$ cat config.mk
export PLATFORM = sky130hd
export DESIGN_NAME = crc_lfsr_engine_flat
export DESIGN_NICKNAME = d
export VERILOG_FILES = /design/src/rtl/crc_pkg.sv /design/src/rtl/crc_lfsr_engine_if.sv /design/src/rtl/crc_lfsr_step.sv /design/src/rtl/crc_lfsr_engine.sv /design/src/flat_wrapper.sv
export SDC_FILE = /design/constraint.sdc
export NUM_CORES = 1
export LEC_CHECK = 0
export BUFFER_PORTS_ARGS = -buffer_cell sky130_fd_sc_hd__buf_2
export CORE_ASPECT_RATIO = 1.25
export CORE_MARGIN = 2
export CORE_UTILIZATION = 43
export CTS_CLUSTER_SIZE = 40
export DETAILED_ROUTE_END_ITERATION = 8
export GPL_ROUTABILITY_DRIVEN = 0
export PLACE_DENSITY_LB_ADDON = 0.3
export SYNTH_ARGS = -nofsm -noshare
export SYNTH_HDL_FRONTEND = slang
export SYNTH_SLANG_ARGS = --single-unit
$ cat constraint.sdc
create_clock -name clk -period 2.2 [get_ports clk]
set_clock_uncertainty 0.1 [all_clocks]
set_input_delay 0.11 -clock clk [delete_from_list [all_inputs] [get_ports clk]]
set_output_delay 0.11 -clock clk [all_outputs]
set_load 0.01 [all_outputs]
$ cat src/rtl/crc_pkg.sv
// -----------------------------------------------------------------------------
// crc_pkg
// Shared definitions for the serial CRC/LFSR engine:
//   - crc_state_t : FSM state encoding (IDLE, CALC, SHIFT, DONE)
//   - CRC_WIDTH_DEF / TAPS_DEF / SEED_DEF : default engine configuration
// -----------------------------------------------------------------------------
package crc_pkg;

    localparam int          CRC_WIDTH_DEF = 8;
    localparam logic [7:0]  TAPS_DEF      = 8'b0100_0100;
    localparam logic [7:0]  SEED_DEF      = 8'hD8;

    typedef enum logic [1:0] {
        ST_IDLE  = 2'd0,
        ST_CALC  = 2'd1,
        ST_SHIFT = 2'd2,
        ST_DONE  = 2'd3
    } crc_state_t;

endpackage : crc_pkg

$ cat src/rtl/crc_lfsr_engine_if.sv
// -----------------------------------------------------------------------------
// crc_lfsr_engine_if
// Serial payload in / serial CRC out bundle for crc_lfsr_engine.
//   data_in   : payload bit, LSB first (upstream -> engine)
//   active_in : payload-bit qualifier (upstream -> engine)
//   crc_out   : CRC bit, LSB first (engine -> downstream)
//   crc_valid : crc_out carries a CRC bit
//   busy      : engine is in CALC or SHIFT
//   done      : one-cycle pulse after the last CRC bit
// Handshake: a payload bit is transferred on every rising clk edge where
// active_in=1 and the engine is in IDLE or CALC; there is no ready signal,
// so the upstream must not present a frame while busy is in SHIFT or done
// is high (such bits are dropped). crc_out is meaningful only when
// crc_valid=1 and is forced to 0 otherwise.
// Modports: master = upstream/bench, slave = engine.
// -----------------------------------------------------------------------------
interface crc_lfsr_engine_if;

    logic data_in;
    logic active_in;
    logic crc_out;
    logic crc_valid;
    logic busy;
    logic done;

    modport master (
        output data_in,
        output active_in,
        input  crc_out,
        input  crc_valid,
        input  busy,
        input  done
    );

    modport slave (
        input  data_in,
        input  active_in,
        output crc_out,
        output crc_valid,
        output busy,
        output done
    );

endinterface : crc_lfsr_engine_if

$ cat src/rtl/crc_lfsr_step.sv
// -----------------------------------------------------------------------------
// crc_lfsr_step
// Combinational single-bit LFSR update (right-shifting Galois form).
//   fb             = data_in ^ crc_in[0]
//   crc_next[W-1]  = fb
//   crc_next[i]    = crc_in[i+1] ^ (TAPS[i] & fb), i < W-1
// Ports:
//   crc_in   [W-1:0] current LFSR value
//   data_in          payload bit
//   crc_next [W-1:0] updated LFSR value
// TAPS[W-1] has no effect: the MSB always takes the feedback bit directly.
// -----------------------------------------------------------------------------
module crc_lfsr_step #(
    parameter int                 W    = 8,
    parameter logic [W-1:0]       TAPS = 8'b0100_0100
) (
    input  logic [W-1:0] crc_in,
    input  logic         data_in,
    output logic [W-1:0] crc_next
);

    logic fb;

    always_comb begin
        fb            = data_in ^ crc_in[0];
        crc_next      = '0;
        crc_next[W-1] = fb;
        for (int i = 0; i < W - 1; i++) begin
            crc_next[i] = crc_in[i+1] ^ (TAPS[i] & fb);
        end
    end

endmodule : crc_lfsr_step

$ cat src/rtl/crc_lfsr_engine.sv
// -----------------------------------------------------------------------------
// crc_lfsr_engine
// Serial CRC engine: absorbs a payload bit stream (LSB first) into an LFSR
// while active_in is high, then serializes the CRC LSB first for CRC_WIDTH
// cycles, pulses done, reloads SEED and returns to IDLE.
// Ports:
//   clk        clock, rising edge
//   rst_n      asynchronous active-low reset
//   bus        crc_lfsr_engine_if.slave (data_in, active_in, crc_out,
//              crc_valid, busy, done)
//   state_dbg  current FSM state
// Build option:
//   CRC_FINAL_XOR_EN  when defined, the CRC is inverted on the cycle the
//                     engine enters SHIFT, so the serialized value is ~crc.
// -----------------------------------------------------------------------------
module crc_lfsr_engine
    import crc_pkg::*;
#(
    parameter int                   CRC_WIDTH = CRC_WIDTH_DEF,
    parameter logic [CRC_WIDTH-1:0] TAPS      = TAPS_DEF,
    parameter logic [CRC_WIDTH-1:0] SEED      = SEED_DEF
) (
    input  logic               clk,
    input  logic               rst_n,
    crc_lfsr_engine_if.slave   bus,
    output crc_state_t         state_dbg
);

    localparam int                CNT_W    = $clog2(CRC_WIDTH) + 1;
    localparam logic [CNT_W-1:0]  LAST_BIT = CNT_W'(CRC_WIDTH - 1);

    crc_state_t             state_q, state_d;
    logic [CRC_WIDTH-1:0]   crc_q, crc_d, crc_step;
    logic [CNT_W-1:0]       cnt_q, cnt_d;

    crc_lfsr_step #(
        .W    (CRC_WIDTH),
        .TAPS (TAPS)
    ) u_step (
        .crc_in   (crc_q),
        .data_in  (bus.data_in),
        .crc_next (crc_step)
    );

    always_ff @(posedge clk or negedge rst_n) begin
        if (!rst_n) begin
            state_q <= ST_IDLE;
            crc_q   <= SEED;
            cnt_q   <= '0;
        end else begin
            state_q <= state_d;
            crc_q   <= crc_d;
            cnt_q   <= cnt_d;
        end
    end

    always_comb begin
        state_d = state_q;
        crc_d   = crc_q;
        cnt_d   = cnt_q;
        case (state_q)
            ST_IDLE: begin
                if (bus.active_in) begin
                    crc_d   = crc_step;
                    state_d = ST_CALC;
                end
            end
            ST_CALC: begin
                if (bus.active_in) begin
                    crc_d = crc_step;
                end else begin
                    state_d = ST_SHIFT;
`ifdef CRC_FINAL_XOR_EN
                    crc_d = crc_q ^ {CRC_WIDTH{1'b1}};
`endif
                end
            end
            ST_SHIFT: begin
                // crc_q[0] is on crc_out this cycle; expose the next bit.
                crc_d = crc_q >> 1;
                if (cnt_q == LAST_BIT) begin
                    state_d = ST_DONE;
                end else begin
                    cnt_d = cnt_q + 1'b1;
                end
            end
            ST_DONE: begin
                crc_d   = SEED;
                cnt_d   = '0;
                state_d = ST_IDLE;
            end
            default: begin
                state_d = ST_IDLE;
                crc_d   = SEED;
                cnt_d   = '0;
            end
        endcase
    end

    // Outputs decode directly from the state register so an asynchronous
    // reset clears them immediately.
    assign bus.crc_valid = (state_q == ST_SHIFT);
    assign bus.crc_out   = (state_q == ST_SHIFT) & crc_q[0];
    assign bus.busy      = (state_q == ST_CALC) || (state_q == ST_SHIFT);
    assign bus.done      = (state_q == ST_DONE);
    assign state_dbg     = state_q;

endmodule : crc_lfsr_engine

$ cat src/flat_wrapper.sv
// flat-port wrapper written by rule: the top's interface ports become plain ports
module crc_lfsr_engine_flat import crc_pkg::*;
#(
    parameter int                   CRC_WIDTH = CRC_WIDTH_DEF,
    parameter logic [CRC_WIDTH-1:0] TAPS      = TAPS_DEF,
    parameter logic [CRC_WIDTH-1:0] SEED      = SEED_DEF
)
  (clk, rst_n, state_dbg, bus_data_in, bus_active_in, bus_crc_out, bus_crc_valid, bus_busy, bus_done);
  crc_lfsr_engine_if bus_i ();
  input  logic clk;
  input  logic rst_n;
  output crc_state_t state_dbg;
  input wire logic [$bits(bus_i.data_in)-1:0] bus_data_in;
  input wire logic [$bits(bus_i.active_in)-1:0] bus_active_in;
  output wire logic [$bits(bus_i.crc_out)-1:0] bus_crc_out;
  output wire logic [$bits(bus_i.crc_valid)-1:0] bus_crc_valid;
  output wire logic [$bits(bus_i.busy)-1:0] bus_busy;
  output wire logic [$bits(bus_i.done)-1:0] bus_done;
  assign bus_i.data_in = bus_data_in;
  assign bus_i.active_in = bus_active_in;
  assign bus_crc_out = bus_i.crc_out;
  assign bus_crc_valid = bus_i.crc_valid;
  assign bus_busy = bus_i.busy;
  assign bus_done = bus_i.done;
  crc_lfsr_engine #(.CRC_WIDTH(CRC_WIDTH), .TAPS(TAPS), .SEED(SEED)) u_core (.clk(clk), .rst_n(rst_n), .bus(bus_i), .state_dbg(state_dbg));
endmodule
## Word-level counts from Yosys, hierarchy flattened

Index checks and enable logic that the tools add are counted.

- Logic and storage cells: 31
- Flip-flop bits (word level): 14

- Reduce and logical (&&, ||, !) cells: 6
- Bitwise logic cells: 4
- Eq/ne operators: 9
- Add/subtract/negate cells: 1
- Muxes and demuxes: 8

Operators with widths:

| operator | number |
|---|---|
| 8-bit case mux with 3 select lines | 1 |
| 8-bit 2-to-1 mux | 1 |
| 2-bit case mux with 4 select lines | 1 |
| 4-bit case mux with 2 select lines | 1 |
| 2-bit 2-to-1 mux | 3 |
| 2-bit inequality test (second input constant) | 3 |
| 4-bit by 1-bit adder with 4-bit output (second input constant) | 1 |
| 2-bit equality test (second input constant) | 2 |
| 4-bit by 3-bit equality test with 1-bit output (second input constant) | 1 |
| 4-bit 2-to-1 mux | 1 |
| 2-bit by 1-bit inequality test with 1-bit output (second input constant) | 2 |
| 3-bit AND reduction | 1 |
| 1-bit XOR | 3 |
| 2-bit by 1-bit equality test with 1-bit output (second input constant) | 1 |
| 2-bit zero test | 1 |
| 2-bit AND reduction | 1 |
| 2-bit nonzero test | 1 |
| 2-bit OR reduction | 1 |
| 1-bit AND | 1 |
| 1-bit logical OR | 1 |

## Longest topological paths before layout

- Depth in word-level cells: 4
- Depth in mapped cells: 6
- Depth with buffers taken out: 5

## Modules after synthesis

A second synthesis with hierarchy kept.

- Cell total of the unflattened synthesis: 89
- Area, all modules: 913.4 µm²

By module, submodules not included:

| module | sequential area each (µm²) | cells each | area an instance (µm²) | times used |
|---|---|---|---|---|
| crc_lfsr_engine | 355.3 | 80 | 812.0 | 1 |
| crc_lfsr_step | 0.0 | 9 | 101.3 | 1 |

## Worst setup path before layout

OpenSTA, ideal clock, no wires.

- Path type: reg2reg
- From: register u_core.state_q[0] (netlist: u_core.state_dbg[0])
- To: register u_core.state_q[1] (netlist: u_core.state_dbg[1])
- Setup slack: 0.447 ns
- Period minus slack after synthesis: 1.753 ns
- Cell stages (with the launch flop): 6
- Library setup time: 0.125 ns
- Data required time: 1.975 ns
- Arrival: 1.529 ns
- Path through: dfrtp_1 inv_1 ha_1 mux2_2 a21oi_1 mux2_2

- Cells in the longest elaborated chain, start to end: 3
- Elaborated cells on any way between the ends: 9

RTL lines:

| element | RTL line | source |
|---|---|---|
| start: declaration | crc_lfsr_engine.sv:32 | `crc_state_t state_q, state_d;` |
| start signal: assignment | crc_lfsr_engine.sv:51 | `state_q <= state_d;` |
| 2-bit equality test (tied with other cells) | crc_lfsr_engine.sv:61 | `case (state_q)` |
| 2-bit by 1-bit inequality test with 1-bit output (no source line) or 2-bit inequality test (tied branches) | - |  |
| 3-bit AND reduction (no source line) | - |  |

Parallel ways exist; a longest one is shown, timed or not.
A chain may end at the register's enable or synchronous reset.

## Final worst setup path

- From: register u_core.state_q[0] (netlist: u_core.state_dbg[0])
- To: register u_core.crc_q[2]

- Cells in the longest elaborated chain, start to end: 3
- Elaborated cells on any way between the ends: 7

RTL lines:

| element | RTL line | source |
|---|---|---|
| 2-bit by 1-bit equality test with 1-bit output or 2-bit zero test (tied branches) | crc_lfsr_engine.sv:61 |  |
| 2-bit OR reduction (no source line) | - |  |
| 8-bit case mux with 3 select lines or 2-bit by 1-bit inequality test with 1-bit output (tied branches) | - |  |
| end signal: assignment | crc_lfsr_engine.sv:52 | `crc_q <= crc_d;` |
| end: declaration | crc_lfsr_engine.sv:33 | `logic [CRC_WIDTH-1:0] crc_q, crc_d, crc_step;` |

Parallel ways exist; a longest one is shown, timed or not.

==> results.ini <==
[status]
outcome=complete, no violations

[critical_path]
critPathRequiredTime_ps=2270
timing.rr.end=u_core.crc_q[2]$_DFFE_PN0P_
r2r_cells=5
cp-startpoint=u_core.state_dbg[0]$_DFFE_PN0P_
reg2reg_from=u_core.state_dbg[0]$_DFFE_PN0P_
arrival_ps=1930
critPathMaxFanout=10
r2r_slack_ps=340
crit_end=u_core.crc_q[2]$_DFFE_PN0P_
cp-end-kind=register
worstSetupStartpointType=register
crit_type=reg2reg

[floorplanning]
fp-row-count=17
die_w_um=41.93
ios=10
core_area_mm2=0.001723
start_util_pct=44.88
die_y_um=51.41
dieArea_mm2=0.002156

[pwr]
switching_share_pct=40.47
vdd_ir_drop_max_uv=829.5
internal_power_uw=775.9
switching_power_uw=527.5
p_leak_uw=0.0004035
p_seq_share_pct=37.2
clockPowerShare_pct=11.8
power_per_cell_area_mw_per_mm2=1484
combPwrFrac_pct=51.1

[drt]
ant_nets=0
wl_per_cell_um=13.13
vias=590
firstDrtPassIters=4
avgViaCountPerCell=5.364
wirelength_um=1444
route.detailed.drc=0
drt_iter0_drc=17

[clocking]
worstSkewPairLatency_ps=280
cts_setup_buffers=0
cts_buffers=3
cts_buffer_depth=2
cts-root-buf=clkbuf_4
clkTransAtPathRegs_ps=80
htreeDepth=1
postCtsHoldBufs=1
cts_resized=0
clock-sinks=14
cts_tree=done

[synthesis]
syn_avg_cell_area_um2=10.04
synth_area_leader_cell=dfrtp_1
synth-edff-count=0
synth.top_cell.area_share_pct=32.36
yosys_warnings=0
synthFlopType=dfrtp_1
synth_area_leaders=dfrtp_1, dfstp_2, ha_1
syn-num-nets=87
async_flop_share_pct=100.0
synth_cell_types=28
ys_seq_elements=14
synthCells=77
netlist_area_um2=773.2
yosysSeqAreaShare_pct=45.95

[final_layout]
diodes=0
drive_above_1_share_pct=25.27
num-fill-cells=165
final_common_cell=nand2_1
layout_common_cells=nand2_1, dfrtp_1, buf_2
nets=102
area_delta_synth_final_pct=13.59

[grt]
antenna_found_initial=0
grt_max_degree=15
grt_usage_pct=16.95
grt_pass1_vias=630
grt_pass1_wl_um=2766
gr-total-overflow=0

[timing]
period_share_pct=84.64
maxSlewViolCount=0
fin_setup_tns_ps=0
max_freq_ghz=0.5370
setup-violations-final=0
period_needed_ps=1862
tightest_slew_ps=445.2
rsz0062_at_grt=no
hold_viol_final=0
holdWs_ps=131.9
relSlewSlack_pct=70.11

[placement]
io_buffers=9
place_hpwl_um=1074

[worst_hold_path]
hold_path_class=in2reg

[flow_run]
drv_cap=0

-- power by group through the flow --
stage	sequential, µW	clock, µW	combinational, µW
final	485	153	665
after global routing	506	164	763
after CTS	485	154	670
after detailed placement	490	0	664
after global placement	483	0	642
after floorplan	480	0	499
-- worst max-delay path, cell delays in order (launching register included) --
cell	delay, ps
dfrtp_1	430
inv_1	120
ha_1	340
nand2b_1	260
nor3b_1	180
a221o_1	320
-- synth_stat cells (3+ instances only) --
library cell / instances
o21ai_0: 3
nand2_1: 14
dfstp_2: 4
nand3_1: 3
mux2_2: 3
ha_1: 6
dfrtp_1: 10
nor2b_1: 3
nor2_1: 3
a21oi_1: 4
inv_1: 3
o22ai_1: 3
-- per-layer routing --
metal  global-route usage [%]  wire length (µm)  vias up
met3                    2.473                45        5
met5                        0                 0        -
met2                    28.91               712       10
li1                         -                 -      301
met4                    9.140                36        0
met1                    20.45               650      274
-- kinds of logic after synthesis --
logic type,synth area share [%]
AO/OA/AOI/OAI,15.70
XOR/XNOR,2.266
adder cells (fa/ha/maj),9.708
buffers and inverters,2.427
flip-flops,45.95
multiplexers,4.369
AND/OR/NAND/NOR,19.58
-- stage by stage --
| step | total power [µW] | worst slack (ps) | std cells | cell area [µm²] | utilization (%) |
|---|---|---|---|---|---|
| global route | 1434 | 205.3 | 110 | 878.3 | 50.98 |
| floorplan | 978.8 | 446.8 | 77 | 773.2 | - |
| detailed placement | 1154 | 386.4 | 105 | 842.1 | 48.87 |
| global placement | 1125 | 396.3 | 105 | 842.1 | 48.87 |
| finish | 1303 | 338.0 | 110 | 878.3 | 50.98 |
| CTS | 1309 | 350.1 | 110 | 878.3 | 50.98 |
-- flip-flops by register name, indices dropped and copies added, names as in the netlist --
| name | count |
|---|---|
| u_core.cnt_q | 4 |
| u_core.state_dbg | 2 |
| u_core.crc_q | 8 |
-- area by class of cell --
type	count	area [µm²]	share of cell area [%]
Tap cell	19	23.77	2.707
Multi-Input combinational cell	59	399.1	45.44
Timing Repair Buffer	11	62.56	7.123
Sequential cell	14	355.3	40.46
Inverter	3	11.26	1.282
Clock buffer	4	26.28	2.991
-- worst min path at each step --
stage                  startpoint                              end  cells after the start
detailed placement          rst_n      u_core.cnt_q[0]$_DFFE_PN0P_                      1
floorplan                   rst_n      u_core.cnt_q[0]$_DFFE_PN0P_                      0
global route                rst_n  u_core.state_dbg[0]$_DFFE_PN0P_                      2
CTS                 bus_active_in      u_core.crc_q[7]$_DFFE_PN1P_                      3
finish              bus_active_in      u_core.crc_q[7]$_DFFE_PN1P_                      3
global placement            rst_n      u_core.cnt_q[0]$_DFFE_PN0P_                      1
Power figures use the tool's default switching activity.
